$ cat config.mk
export PLATFORM = sky130hd
export DESIGN_NAME = uart_tx_arbiter
export DESIGN_NICKNAME = d
export VERILOG_FILES = /design/src/rtl/uart_arb_pkg.sv /design/src/rtl/rr_arbiter.sv /design/src/rtl/uart_tx_arbiter.sv
export SDC_FILE = /design/constraint.sdc
export NUM_CORES = 1
export LEC_CHECK = 0
export BUFFER_PORTS_ARGS = -buffer_cell sky130_fd_sc_hd__buf_2
export CORE_MARGIN = 3
export CORE_UTILIZATION = 30
export CTS_CLUSTER_SIZE = 40
export DETAILED_ROUTE_END_ITERATION = 10
export PLACE_DENSITY = 0.59
export SYNTH_ARGS = -nofsm -noshare
export SYNTH_HDL_FRONTEND = slang
export SYNTH_SLANG_ARGS = --single-unit
$ cat constraint.sdc
create_clock -name clk_i -period 4.2 [get_ports clk_i]
set_clock_uncertainty 0.15 [all_clocks]
set_input_delay 0.42 -clock clk_i [delete_from_list [all_inputs] [get_ports clk_i]]
set_output_delay 0.42 -clock clk_i [all_outputs]
set_load 0.05 [all_outputs]
$ cat src/rtl/uart_arb_pkg.sv
// ============================================================================
// Module      : uart_arb_pkg
// Description : Shared types and constants for the UART transmit arbiter.
//               The state enum grows WAIT_HDR / START_DATA only when the
//               UART_ARB_ID_HEADER_EN macro is defined.
// Revision    : 1.0 - initial release
// ============================================================================
`default_nettype none

package uart_arb_pkg;

  // Header frames carry the requester index with the top bit set
  localparam logic [7:0] HDR_MARK = 8'h80;
  localparam int         MAX_REQ  = 8;

`ifdef UART_ARB_ID_HEADER_EN
  typedef enum logic [1:0] {
    ST_IDLE       = 2'd0,
    ST_WAIT_HDR   = 2'd1,
    ST_START_DATA = 2'd2,
    ST_WAIT_DATA  = 2'd3
  } state_e;
`else
  typedef enum logic [1:0] {
    ST_IDLE      = 2'd0,
    ST_WAIT_DATA = 2'd3
  } state_e;
`endif

endpackage

`default_nettype wire

$ cat src/rtl/rr_arbiter.sv
// ============================================================================
// Module      : rr_arbiter
// Description : Purely combinational round-robin picker. Searches the request
//               vector from ptr_i upward with wrap-around and returns the
//               first requester as a one-hot grant plus its binary index.
// Revision    : 1.0 - initial release
// ============================================================================
`default_nettype none

module rr_arbiter #(
  parameter int N  = 4,
  parameter int IW = 2
) (
  input  logic [N-1:0]  req_i,
  input  logic [IW-1:0] ptr_i,
  output logic [N-1:0]  gnt_o,
  output logic [IW-1:0] idx_o,
  output logic          valid_o
);

  logic [N-1:0]  rot;
  logic [IW-1:0] off;
  logic [IW:0]   sum;

  // Rotate so ptr_i sits at bit 0, take the lowest set bit, then undo the rotation
  always_comb begin
    rot = N'({req_i, req_i} >> ptr_i);
    off = '0;
    for (int k = N - 1; k >= 0; k--) begin
      if (rot[k]) off = IW'(k);
    end
    sum = {1'b0, ptr_i} + {1'b0, off};
    if (sum >= (IW + 1)'(N)) sum = sum - (IW + 1)'(N);
    idx_o   = sum[IW-1:0];
    gnt_o   = {{(N - 1){1'b0}}, 1'b1} << idx_o;
    valid_o = |req_i;
  end

endmodule

`default_nettype wire

$ cat src/rtl/uart_tx_arbiter.sv
// ============================================================================
// Module      : uart_tx_arbiter
// Description : Round-robin scheduler sharing one uart_tx among NUM_REQ byte
//               producers. Latches the winning byte, issues a one-cycle
//               tx_start and blocks further grants until tx_done.
//               Optional feature macro: UART_ARB_ID_HEADER_EN - each grant
//               sends a header frame (8'h80 | grant_id) before the payload.
// Revision    : 1.0 - initial release
// ============================================================================
`default_nettype none

module uart_tx_arbiter
  import uart_arb_pkg::*;
#(
  parameter int NUM_REQ = 4,
  parameter int IDW     = $clog2(NUM_REQ)
) (
  input  logic                 clk_i,
  input  logic                 reset_i,
  input  logic [NUM_REQ-1:0]   req_valid_i,
  input  logic [NUM_REQ*8-1:0] req_data_i,
  output logic [NUM_REQ-1:0]   req_ready_o,
  output logic                 tx_start_o,
  output logic [7:0]           tx_data_o,
  input  logic                 tx_done_i,
  output logic                 busy_o,
  output logic [IDW-1:0]       grant_id_o
);

  state_e               state_q, state_d;
  logic [IDW-1:0]       ptr_q, ptr_d;
  logic [IDW-1:0]       grant_q, grant_d;
  logic [7:0]           tx_data_q, tx_data_d;
  logic                 tx_start_q, tx_start_d;
  logic [NUM_REQ-1:0]   req_ready_q, req_ready_d;
`ifdef UART_ARB_ID_HEADER_EN
  logic [7:0]           data_q, data_d;
`endif

  logic [NUM_REQ-1:0]   arb_gnt;
  logic [IDW-1:0]       arb_idx;
  logic                 arb_valid;
  logic [7:0]           sel_byte;

  rr_arbiter #(
    .N  (NUM_REQ),
    .IW (IDW)
  ) u_rr (
    .req_i   (req_valid_i),
    .ptr_i   (ptr_q),
    .gnt_o   (arb_gnt),
    .idx_o   (arb_idx),
    .valid_o (arb_valid)
  );

  // Byte mux driven by the one-hot grant
  always_comb begin
    sel_byte = '0;
    for (int i = 0; i < NUM_REQ; i++) begin
      if (arb_gnt[i]) sel_byte = req_data_i[8*i +: 8];
    end
  end

  // Next-state logic; tx_done is only honoured once the start pulse has passed
  always_comb begin
    state_d     = state_q;
    ptr_d       = ptr_q;
    grant_d     = grant_q;
    tx_data_d   = tx_data_q;
    tx_start_d  = 1'b0;
    req_ready_d = '0;
`ifdef UART_ARB_ID_HEADER_EN
    data_d      = data_q;
`endif
    case (state_q)
      ST_IDLE: begin
        if (arb_valid) begin
          req_ready_d = arb_gnt;
          tx_start_d  = 1'b1;
          grant_d     = arb_idx;
          ptr_d       = (arb_idx == IDW'(NUM_REQ - 1)) ? '0 : arb_idx + IDW'(1);
`ifdef UART_ARB_ID_HEADER_EN
          data_d      = sel_byte;
          tx_data_d   = HDR_MARK | 8'(arb_idx);
          state_d     = ST_WAIT_HDR;
`else
          tx_data_d   = sel_byte;
          state_d     = ST_WAIT_DATA;
`endif
        end
      end
`ifdef UART_ARB_ID_HEADER_EN
      ST_WAIT_HDR: begin
        if (tx_done_i && !tx_start_q) begin
          tx_start_d = 1'b1;
          tx_data_d  = data_q;
          state_d    = ST_START_DATA;
        end
      end
      ST_START_DATA: begin
        state_d = ST_WAIT_DATA;
      end
`endif
      ST_WAIT_DATA: begin
        if (tx_done_i && !tx_start_q) state_d = ST_IDLE;
      end
      default: begin
        state_d = ST_IDLE;
      end
    endcase
  end

  // State and output registers; reset also discards any latched byte
  always_ff @(posedge clk_i or posedge reset_i) begin
    if (reset_i) begin
      state_q     <= ST_IDLE;
      ptr_q       <= '0;
      grant_q     <= '0;
      tx_data_q   <= '0;
      tx_start_q  <= 1'b0;
      req_ready_q <= '0;
`ifdef UART_ARB_ID_HEADER_EN
      data_q      <= '0;
`endif
    end else begin
      state_q     <= state_d;
      ptr_q       <= ptr_d;
      grant_q     <= grant_d;
      tx_data_q   <= tx_data_d;
      tx_start_q  <= tx_start_d;
      req_ready_q <= req_ready_d;
`ifdef UART_ARB_ID_HEADER_EN
      data_q      <= data_d;
`endif
    end
  end

  assign req_ready_o = req_ready_q;
  assign tx_start_o  = tx_start_q;
  assign tx_data_o   = tx_data_q;
  assign grant_id_o  = grant_q;
  assign busy_o      = (state_q != ST_IDLE);

endmodule

`default_nettype wire

* Yosys cells after proc, flatten, opt, wreduce, memory -nomap -nowiden
Index checks and enable logic that the tools add are counted.
** Storage, ports and cells
- Bits in read-only memories :: 0
- Memory bits (writable) :: 0
- Latch bits :: 0
- Bits of input ports :: 39
- Register bits after elaboration :: 19
- Memories :: 0
- Output and inout port bits :: 16
** Operators by class
- Order comparisons :: 1
- Muxes and demuxes :: 17
- Eq/ne operators :: 4
- Add/sub/neg operators :: 3
- Bitwise logic cells :: 0
- Reduce and logical (&&, ||, !) cells :: 7
- $mul :: 0
- Shifts and indexed selects :: 2
- Divide/modulo/power cells :: 0
** Operators with widths (count)
- $mux W8 :: 4
- $mux W2 :: 8
- $mux W4 :: 2
- $shr A8 B2 Y4 :: 1
- $eq A2 B2 Y1 const B :: 2
- $ne A2 B2 Y1 const B :: 2
- $pmux W2 S2 :: 1
- $reduce_and A2 Y1 :: 2
- $reduce_or A4 Y1 :: 1
- $shl A1 B2 Y4 const A :: 1
- $add A2 B2 Y3 :: 1
- $ge A3 B3 Y1 const B :: 1
- $add A2 B1 Y2 const B :: 1
- $logic_not A2 Y1 :: 1
- $mux W1 :: 2
- $reduce_bool A2 Y1 :: 1
- $sub A2 B1 Y2 const B :: 1
- $logic_and A1 B1 Y1 :: 1
- $logic_not A1 Y1 :: 1

* Longest topological paths before layout
- Depth in word-level cells :: 13
- Depth in mapped cells :: 15
- Gate-level depth less buffers :: 13

* Modules after synthesis
Synthesis repeated with hierarchy kept, for this count alone.
** Unflattened totals
- Cells, all modules :: 135
- Area, all modules :: 1257.5 um^2
** By module, submodules not included
- uart_tx_arbiter :: cells each 97, times used 1, seq. area each 450.4 um^2, area each 945.9 um^2
- rr_arbiter :: cells each 38, times used 1, seq. area each 0.0 um^2, area each 311.5 um^2

* Least setup slack after synthesis
No wires, ideal clock.
- Path type :: reg-to-reg
- From :: register ptr_q[0]
- To :: register tx_data_q[6], in the netlist tx_data_o[6]
- Clock period less this slack :: 2999 ps
- Slack :: 1201 ps
- Data arrival time :: 2784 ps
- Cell stages (with the launch flop) :: 16
- Required time :: 3984 ps
- Library setup time :: 66 ps
- Path through :: dfrtp_1 > clkbuf_1 > nand2b_1 > o22ai_1 > o21ai_0 > o221ai_1 > ha_1 > xnor2_1 > a31oi_1 > or2_1 > ha_1 > clkbuf_1 > and3b_1 > a211oi_1 > o311ai_0 > o21a_1
** On the way
- Cells in the longest elaborated chain, start to end :: 13
** Ends and longest elaborated chain
- start, declared :: line uart_tx_arbiter.sv:31 : logic [IDW-1:0] ptr_q, ptr_d;
- start signal, assigned :: line uart_tx_arbiter.sv:127 : ptr_q <= ptr_d;
- $shr A8 B2 Y4 :: line rr_arbiter.sv:27 : rot = N'({req_i, req_i} >> ptr_i);
- $mux W2 (4 in series) :: line rr_arbiter.sv:30 : if (rot[k]) off = IW'(k);
- $add A2 B2 Y3 (*) :: line rr_arbiter.sv:32 : sum = {1'b0, ptr_i} + {1'b0, off};
- $ge A3 B3 Y1 or $sub A2 B1 Y2 (tied branches) :: line rr_arbiter.sv:33 : if (sum >= (IW + 1)'(N)) sum = sum - (IW + 1)'(N);
- $mux W2 (*) :: line rr_arbiter.sv:33
- $shl A1 B2 Y4 (*) :: line rr_arbiter.sv:35 : gnt_o = {{(N - 1){1'b0}}, 1'b1} << idx_o;
- $mux W8 (3 in series) :: line uart_tx_arbiter.sv:60 : if (arb_gnt[i]) sel_byte = req_data_i[8*i +: 8];
- $mux W8 (*) :: line uart_tx_arbiter.sv:60
- end signal, assigned :: line uart_tx_arbiter.sv:129 : tx_data_q <= tx_data_d;
- end, declared :: line uart_tx_arbiter.sv:33 : logic [7:0] tx_data_q, tx_data_d;
Mark *: on every way between the ends. The rest lies on a longest branch, timed or not.
A chain may end at the register's enable or synchronous reset.

* Worst setup path in the final report
- From :: register ptr_q[0]
- To :: register tx_data_q[0], in the netlist tx_data_o[0]
The elaborated chain is that of the path after synthesis.

==> results.py <==
metrics = {
    "timing": {
        "tightest_slew_ns": 0.6838,
        "period_share": 0.8197,
        "finalCriticalPeriod_ns": 3.443,
        "relSlewSlack": 0.5436,
        "final.setup.tns_ns": 0,
        "fmax_ghz": 0.2905,
        "drv_slew": 0,
        "hold_viol": 0,
        "setup_viol": 0,
        "rsz0062_at_grt": "false",
    },
    "synth": {
        "synth_top_family_by_area": "compound AO/OA/AOI/OAI gates",
        "synth_area_leaders": "dfrtp_1 (40%), a21oi_1 (6.2%), ha_1 (5.5%)",
        "synth_common_cells": "dfrtp_1 (18), a21oi_1 (14), inv_1 (10), nor2_1 (10), nand2_1 (9)",
        "synth_compound_area_frac": 0.2735,
        "syn_area_sq_mm": 0.001130,
        "synth_adder_area_share": 0.05537,
        "seq_area_frac_synth": 0.3987,
        "ys_types": 35,
        "synth_cells": 128,
        "synth_edf_count": 0,
        "synth-main-ff-cell": "dfrtp_1",
        "synth_mux_area_frac": 0.008859,
        "synth.largest_area_cell": "dfrtp_1",
        "synth_top_area_share": 0.3987,
        "synth-seq-cells": 18,
        "yosys.area_share.xor_xnor": 0.007752,
        "yosys_warnings": 0,
        "yosysMostFrequentCell": "dfrtp_1",
        "avgSynthCellArea_sq_um": 8.827,
        "yosys.area_share.simple": 0.1805,
        "async_reset_ff_frac": 1.000,
        "synth_nets": 172,
    },
    "die": {
        "fp.coreArea_sq_mm": 0.003468,
        "die_w_microns": 67.37,
        "die_area_sq_mm": 0.004539,
        "num_rows": 21,
        "start_util": 0.3258,
        "die_h_microns": 67.37,
        "num_io_pins": 55,
    },
    "clock_network": {
        "cts_buffers": 3,
        "cts_tree": "done",
        "cts.sinks": 18,
        "postCtsHoldBufs": 0,
        "cts_resized": 0,
        "htreeDepth": 1,
        "post_cts_buffers": 0,
        "clk_latency_ns": 0.25,
        "path_clk_slew_ns": 0.07,
        "cts.path.max_buffers": 2,
        "root_buffer": "clkbuf_8",
    },
    "route": {
        "drt_first_pass_iters": 4,
        "viasPerCell": 4.878,
        "drtIter0Drc": 43,
        "wl_met1_mm": 1.367,
        "wl_per_cell_microns": 13.02,
        "drc": 0,
        "wl_met2_mm": 1.270,
        "routed.top_layer": "met4",
        "vias": 1083,
        "wl_mm": 2.890,
        "wl_met3_microns": 203,
        "antenna_left": 0,
    },
    "global_routing": {
        "grt_overflow": 0,
        "grt_pass1_vias": 1088,
        "grt_use_total": 0.1369,
        "grt_pass1_wl_mm": 4.781,
        "antenna_found_initial": 0,
        "grt_max_degree": 19,
    },
    "layout": {
        "drive_gt1_frac": 0.3636,
        "stdcell_count": 222,
        "synthToLayoutAreaGrowth_pct": 30.01,
        "final_nets": 221,
        "n_antenna_cell": 0,
        "nFillCells": 372,
    },
    "job": {
        "drv_cap": 0,
    },
    "critical_path": {
        "worstReg2RegEnd": "tx_data_o[0]",
        "ff2ff_path_depth": 13,
        "crit_required_ns": 4.23,
        "path_max_fanout": 12,
        "r2r-start": "ptr_q[0]",
        "worstPathArrival_ns": 3.47,
        "startpoint_type": "register",
        "path_class": "register to register",
        "ff2ff_setup_slack_ns": 0.76,
        "endpoint_kind": "register",
    },
    "placement": {
        "dp.cells": 218,
        "place.gp.congestion": 0.7251,
        "dpl.hpwl_mm": 2.188,
        "port-buffer-count": 54,
    },
    "min_path": {
        "min_path_type": "primary input to asynchronous set/reset pin",
    },
    "run_status": {
        "status": "finished clean",
    },
}
==> worst max-delay path, cell delays in order (launching register included) <==
cell	delay (ns)
dfrtp_1	0.53
nand2b_1	0.16
o22ai_1	0.07
o21ai_0	0.17
o221ai_1	0.14
ha_1	0.21
xnor2_1	0.17
a31oi_1	0.10
or2_1	0.28
ha_1	0.32
nor2b_1	0.43
a221oi_1	0.18
a211o_1	0.32
a21oi_1	0.12
==> kinds of logic after synthesis <==
family	after synthesis
compound gates	45
simple gates	37
buf+inv	21
flops	18
fa+ha+maj	5
xor+xnor	1
mux	1
==> layer usage <==
metal / up-vias / GRT usage
met5: - / 0
met4: 0 / 0.05316
met3: 5 / 0.03161
met2: 45 / 0.2233
met1: 483 / 0.1749
li1: 550 / -
==> layout by cell type, fill, tap and decap left out, types with 2 or more instances in the layout <==
cell and instances:
a211o_1 7, a21oi_1 14, a221oi_1 7, and2_1 4, and2b_2 2, and3b_1 2, buf_2 54, clkbuf_8 4
dfrtp_1 18, ha_1 5, inv_1 10, nand2_1 9, nand2b_1 2, nor2_1 10, nor2b_1 3, o21ai_0 7
o221ai_1 2
==> cell type report <==
cell class / count / area [sq um] / share of cell area
inverters: 11 / 41.29 / 0.02811
flip-flops and latches: 18 / 450.4 / 0.3066
well taps: 46 / 57.56 / 0.03918
clock buffers: 4 / 55.05 / 0.03748
multi-input cells: 89 / 594.3 / 0.4046
repair buffers: 54 / 270.3 / 0.1840
==> registers in the layout, indices dropped and copies added, names as in the netlist <==
| name | count |
|---|---|
| tx_data_o | 8 |
| req_ready_o | 4 |
| grant_id_o | 2 |
| ptr_q | 2 |
| state_q | 1 |
| tx_start_o | 1 |
==> stage by stage <==
| step | setup WS, ns | area (sq um) | util | hold slack (ns) |
|---|---|---|---|---|
| floorplan | 1.201 | 1130 | - | 0.2086 |
| global placement | 0.9711 | 1414 | 0.4076 | 0.3126 |
| detailed placement | 0.7785 | 1414 | 0.4076 | 0.3184 |
| CTS | 0.7621 | 1469 | 0.4235 | 0.1304 |
| global route | 0.4157 | 1469 | 0.4235 | 0.1822 |
| finish | 0.7573 | 1469 | 0.4235 | 0.1088 |
==> how the worst max path moves through the flow <==
stage                     startpoint      endpoint  slack [ns]  cells after the start
after floorplan             ptr_q[0]  tx_data_o[6]        1.20                     15
after CTS                   ptr_q[0]  tx_data_o[0]        0.76                     13
after global routing        ptr_q[0]  tx_data_o[0]        0.42                     13
after global placement      ptr_q[0]  tx_data_o[0]        0.97                     13
final                       ptr_q[0]  tx_data_o[0]        0.76                     13
after detailed placement    ptr_q[0]  tx_data_o[0]        0.78                     13
Power is left out: the tool's default activity adds up to more than one toggle a clock period on the data nets, which glitch-free logic cannot reach.
